[src/rtl/uart_rx_deframer.sv]
// 8N1 asynchronous serial receiver with a VALID/READY holding register and
// framing/overrun pulses. Define UART_RX_PARITY_EN to add an even-parity bit and PARITY_ERR.
module uart_rx_deframer #(
    parameter int CLKS_PER_BIT = 434,
    parameter int SYNC_STAGES  = 2
) (
    input  logic       CLK,
    input  logic       RST,
    input  logic       RX,
    output logic [7:0] DATA,
    output logic       VALID,
    input  logic       READY,
    output logic       FRAME_ERR,
    output logic       OVERRUN,
`ifdef UART_RX_PARITY_EN
    output logic       PARITY_ERR,
`endif
    output logic       BUSY
);

    localparam int CW = $clog2(CLKS_PER_BIT);
    localparam logic [CW-1:0] BAUD_ZERO = {CW{1'b0}};
    localparam logic [CW-1:0] BAUD_ONE  = CW'(1);
    localparam logic [CW-1:0] BAUD_LAST = CW'(CLKS_PER_BIT - 1);
    localparam logic [CW-1:0] BAUD_HALF = CW'(CLKS_PER_BIT / 2 - 1);

    typedef enum logic [2:0] {
        S_IDLE      = 3'd0,
        S_START     = 3'd1,
        S_DATA      = 3'd2,
        S_PARITY    = 3'd3,
        S_STOP      = 3'd4,
        S_WAIT_HIGH = 3'd5
    } state_e;

    logic [SYNC_STAGES-1:0] sync_q;
    logic                   rx_prev_q;
    logic                   rx_s;
    logic                   fall_s;

    state_e          state_q, state_d;
    logic [CW-1:0]   baud_q, baud_d;
    logic [2:0]      bit_idx_q, bit_idx_d;
    logic [7:0]      shift_q, shift_d;
    logic [7:0]      data_q, data_d;
    logic            valid_q, valid_d;
    logic            ferr_q, ferr_d;
    logic            ovr_q, ovr_d;
    logic            busy_q, busy_d;
    logic            deliver_s;
`ifdef UART_RX_PARITY_EN
    logic            par_q, par_d;
    logic            perr_q, perr_d;
`endif

    assign rx_s   = sync_q[SYNC_STAGES-1];
    assign fall_s = rx_prev_q & ~rx_s;

    // Even parity: data bits plus parity bit must hold an even number of ones.
    function automatic logic parity_bad(input logic [7:0] d, input logic p);
        parity_bad = ^{d, p};
    endfunction

    // RX synchroniser chain and the delayed copy used for falling-edge detection.
    always_ff @(posedge CLK or posedge RST) begin
        if (RST) begin
            sync_q    <= {SYNC_STAGES{1'b1}};
            rx_prev_q <= 1'b1;
        end else begin
            sync_q    <= {sync_q[SYNC_STAGES-2:0], RX};
            rx_prev_q <= rx_s;
        end
    end

    // Frame FSM: next state, baud/bit counters and shift register.
    always_comb begin
        state_d   = state_q;
        baud_d    = baud_q;
        bit_idx_d = bit_idx_q;
        shift_d   = shift_q;
        deliver_s = 1'b0;
        ferr_d    = 1'b0;
`ifdef UART_RX_PARITY_EN
        par_d     = par_q;
        perr_d    = 1'b0;
`endif
        case (state_q)
            S_IDLE: begin
                baud_d    = BAUD_ZERO;
                bit_idx_d = 3'd0;
                if (fall_s) begin
                    state_d = S_START;
                end else begin
                    state_d = S_IDLE;
                end
            end
            S_START: begin
                if (baud_q == BAUD_HALF) begin
                    baud_d    = BAUD_ZERO;
                    bit_idx_d = 3'd0;
                    if (rx_s == 1'b0) begin
                        state_d = S_DATA;
                    end else begin
                        state_d = S_IDLE;
                    end
                end else begin
                    baud_d = baud_q + BAUD_ONE;
                end
            end
            S_DATA: begin
                if (baud_q == BAUD_LAST) begin
                    baud_d             = BAUD_ZERO;
                    shift_d[bit_idx_q] = rx_s;
                    if (bit_idx_q == 3'd7) begin
`ifdef UART_RX_PARITY_EN
                        state_d = S_PARITY;
`else
                        state_d = S_STOP;
`endif
                    end else begin
                        bit_idx_d = bit_idx_q + 3'd1;
                    end
                end else begin
                    baud_d = baud_q + BAUD_ONE;
                end
            end
`ifdef UART_RX_PARITY_EN
            S_PARITY: begin
                if (baud_q == BAUD_LAST) begin
                    baud_d  = BAUD_ZERO;
                    par_d   = rx_s;
                    state_d = S_STOP;
                end else begin
                    baud_d = baud_q + BAUD_ONE;
                end
            end
`endif
            S_STOP: begin
                if (baud_q == BAUD_LAST) begin
                    baud_d = BAUD_ZERO;
                    if (rx_s == 1'b1) begin
                        state_d = S_IDLE;
`ifdef UART_RX_PARITY_EN
                        if (parity_bad(shift_q, par_q)) begin
                            perr_d = 1'b1;
                        end else begin
                            deliver_s = 1'b1;
                        end
`else
                        deliver_s = 1'b1;
`endif
                    end else begin
                        ferr_d  = 1'b1;
                        state_d = S_WAIT_HIGH;
                    end
                end else begin
                    baud_d = baud_q + BAUD_ONE;
                end
            end
            S_WAIT_HIGH: begin
                // A held-low break must release before another start can arm.
                if (rx_s == 1'b1) begin
                    state_d = S_IDLE;
                end else begin
                    state_d = S_WAIT_HIGH;
                end
            end
            default: begin
                state_d = S_IDLE;
            end
        endcase
    end

    // Holding register: load on delivery unless still full and not being drained.
    always_comb begin
        data_d  = data_q;
        valid_d = valid_q;
        ovr_d   = 1'b0;
        busy_d  = (state_d != S_IDLE);
        if (deliver_s) begin
            if (!valid_q || READY) begin
                data_d  = shift_q;
                valid_d = 1'b1;
            end else begin
                ovr_d = 1'b1;
            end
        end else if (valid_q && READY) begin
            valid_d = 1'b0;
        end else begin
            valid_d = valid_q;
        end
    end

    // State and output registers.
    always_ff @(posedge CLK or posedge RST) begin
        if (RST) begin
            state_q   <= S_IDLE;
            baud_q    <= BAUD_ZERO;
            bit_idx_q <= 3'd0;
            shift_q   <= 8'd0;
            data_q    <= 8'd0;
            valid_q   <= 1'b0;
            ferr_q    <= 1'b0;
            ovr_q     <= 1'b0;
            busy_q    <= 1'b0;
`ifdef UART_RX_PARITY_EN
            par_q     <= 1'b0;
            perr_q    <= 1'b0;
`endif
        end else begin
            state_q   <= state_d;
            baud_q    <= baud_d;
            bit_idx_q <= bit_idx_d;
            shift_q   <= shift_d;
            data_q    <= data_d;
            valid_q   <= valid_d;
            ferr_q    <= ferr_d;
            ovr_q     <= ovr_d;
            busy_q    <= busy_d;
`ifdef UART_RX_PARITY_EN
            par_q     <= par_d;
            perr_q    <= perr_d;
`endif
        end
    end

    assign DATA      = data_q;
    assign VALID     = valid_q;
    assign FRAME_ERR = ferr_q;
    assign OVERRUN   = ovr_q;
    assign BUSY      = busy_q;
`ifdef UART_RX_PARITY_EN
    assign PARITY_ERR = perr_q;
`endif

endmodule

[config.mk]
export PLATFORM = sky130hd
export DESIGN_NAME = uart_rx_deframer
export DESIGN_NICKNAME = d
export VERILOG_FILES = /design/src/rtl/uart_rx_deframer.sv
export SDC_FILE = /design/constraint.sdc
export NUM_CORES = 1
export LEC_CHECK = 0
export CAP_MARGIN = 10
export CORE_MARGIN = 2
export CORE_UTILIZATION = 48
export CTS_CLUSTER_DIAMETER = 30
export CTS_CLUSTER_SIZE = 8
export DETAILED_ROUTE_END_ITERATION = 8
export PLACE_DENSITY = 0.71
export SYNTH_ARGS = -nofsm -noshare
export SYNTH_HDL_FRONTEND = slang
export SYNTH_SLANG_ARGS = --single-unit
[constraint.sdc]
create_clock -name CLK -period 2.05 [get_ports CLK]
set_input_delay 0.3075 -clock CLK [delete_from_list [all_inputs] [get_ports CLK]]
set_output_delay 0.3075 -clock CLK [all_outputs]
set_load 0.02 [all_outputs]
==> impl_metrics.tcl <==
set metrics [dict create \
    hold_path.class "flip-flop to flip-flop" \
    dr_wl_met2_um 1820 \
    ys.warnings.count 0 \
    end_kind "flip-flop" \
    cts_resized 0 \
    core-area_sq_mm 0.00374 \
    synth.cell_area_sq_mm 0.00191 \
    dr.pass1.iters 4 \
    max_slew.worst_pin.slew_ns 0.492 \
    stdcell_area_sq_mm 0.00233 \
    avgSynthCellArea_sq_um 11.1 \
    fin_crit_sh 0.934 \
    cts_buffers 5 \
    hold_depth 0 \
    grt_antenna_before_repair 0 \
    synth_top_area_share 0.460 \
    clockBufferDepth 2 \
    peakVddDrop_v 0.000517 \
    clockRootBuffer "clkbuf_8" \
    die_h_um 67.0 \
    drive_gt1_frac 0.249 \
    ys_ff_latch 38 \
    path_class "flip-flop to flip-flop" \
    grt_max_degree 39 \
    start_kind "flip-flop" \
    clock-sinks 38 \
    hold_viol 0 \
    r2r_slack_ns 0.14 \
    post_dp_cell_area_sq_mm 0.00219 \
    ys_async_sr_fraction 1.00 \
    htreeDepth 2 \
    postCtsSetupBuffers 0 \
    top_layer_used "met4" \
    cp_data_required_time_ns 2.23 \
    ios 16 \
    wl_met1_um 1610 \
    area_growth_pct 22.2 \
    rows 22 \
    synthTopCellsByCount "35 x dfrtp_1, 22 x nand2_1, 11 x nor3_1" \
    drtAntennaViolNets 0 \
    maxCapViolCount 0 \
    synth_top_cell_by_area "dfrtp_1" \
    diodes 0 \
    grt-ovfl-total 0 \
    start_util 0.509 \
    dieArea_sq_mm 0.00449 \
    slew_violations 0 \
    grt_use_total 0.187 \
    ys_seq_area_frac 0.501 \
    synth.net_count 181 \
    ys.flop_type "dfrtp_1" \
    dp.final_hpwl_um 2620 \
    cts_tree "built" \
    routed_wl_um 3710 \
    chipWidth_um 67.0 \
    post-route-min-period_ns 1.91 \
    arrival_ns 2.09 \
    setup_viol 0 \
    max_freq_mhz 522 \
    ctsHoldBuffers 0 \
    synth_edf_count 0 \
    place.gp.congestion 0.838 \
    drc_errors 0 \
    clock_latency_ns 0.29 \
    leakagePower_nw 1.09 \
    status "complete, no violations" \
    fin_util 0.622 \
    drtIter0Drc 48 \
    vias_per_cell 5.55 \
    max_slew_margin 0.671 \
    synthCells 172 \
    synth.distinct_cells 42 \
    ff2ff_path_depth 5 \
    grt_pass1_wl_um 6110 \
    fin_skew_ns 0.0101 \
    port_buffers 15 \
    cp_max_fo 10 \
    nNetsFinal 213 \
    yosysMostFrequentCell "dfrtp_1" \
    power_density_mw_per_mm2 819 \
    grt_pass1_vias 1372 \
    clk_pin_slew_worst_paths_ns 0.07 \
    post_drt_wl_per_cell_um 14.7 \
    num_vias 1405 \
    synth_area_leaders "dfrtp_1 46%, mux2_4 6.3%, nand2_1 4.3%, dfstp_2 4.1%, mux2_2 4.1%" \
    wl_met3_um 148 \
]
## per-layer routing
metal	up-vias	global-route usage
met5	-	0
met4	0	0.117
met3	12	0.0456
met2	30	0.307
met1	678	0.216
li1	685	-
## critical path: stages (launching register included)
cell and delay (ns):
dfrtp_1 0.35, buf_4 0.17, nor3b_1 0.44, nand3_2 0.22
nor3_1 0.27, mux2_2 0.36
## sequential cells by signal (all words and copies together) (netlist names)
| signal | flops |
|---|---|
| FRAME_ERR | 1 |
| DATA | 8 |
| bit_idx_q | 3 |
| sync_q | 2 |
| VALID | 1 |
| OVERRUN | 1 |
| BUSY | 1 |
| baud_q | 9 |
| shift_q | 8 |
| state_q | 3 |
| rx_prev_q | 1 |
## final timing paths
kind / start / to
max: state_q[1] / shift_q[2]
min: sync_q[0] / sync_q[1]
max reg2reg: state_q[1] / shift_q[2]
min reg2reg: sync_q[0] / sync_q[1]
max in group asynchronous: RST / rx_prev_q
min in group asynchronous: RST / DATA[0]
## power by group
part	internal [W]	leakage [nW]	switching (W)
logic	0.000185	0.523	0.000230
registers	0.000813	0.507	0.0000371
clock network	0.000396	0.0585	0.000246
total	0.00139	1.09	0.000513
## layout make-up
cell class,count,area (sq um)
well taps,48,60.1
fillers,319,1420
repair buffers,32,278
flip-flops and latches,38,955
clock buffers,7,86.3
inverters,4,15.0
multi-input cells,123,905
clock inverters,1,30.0
## cells in the final DEF (no fill, tap or decap), types with 5 or more instances in the layout
cell type        count
buf_4               17
dfrtp_1             35
mux2_2               7
clkdlybuf4s50_1     15
nor3b_1              5
mux2_4               8
nand2b_1             5
ha_1                 5
nand2_1             22
o21ai_0             10
nor3_1              10
clkbuf_8             6
## cell families after synthesis
family,after synthesis,synth area share
AND/OR/NAND/NOR,65,0.189
flip-flops,38,0.501
AO/OA/AOI/OAI,36,0.129
multiplexers,15,0.104
buffers and inverters,11,0.0341
adder cells (fa/ha/maj),6,0.0381
XOR/XNOR,1,0.00460
## through the flow
step	setup WS, ns	instances	setup TNS, ns	power (W)	hold WS, ns
2_1_floorplan	0.148	172	0	0.00110	0.312
3_3_place_gp	0.0814	245	0	0.00125	0.346
3_5_place_dp	0.0178	245	0	0.00128	0.351
4_1_cts	0.00777	253	0	0.00192	0.361
5_1_grt	-0.0275	253	-0.0637	0.00203	0.366
6_report	0.136	253	0	0.00191	0.359
Note: power is estimated with default switching activity, not from simulation.
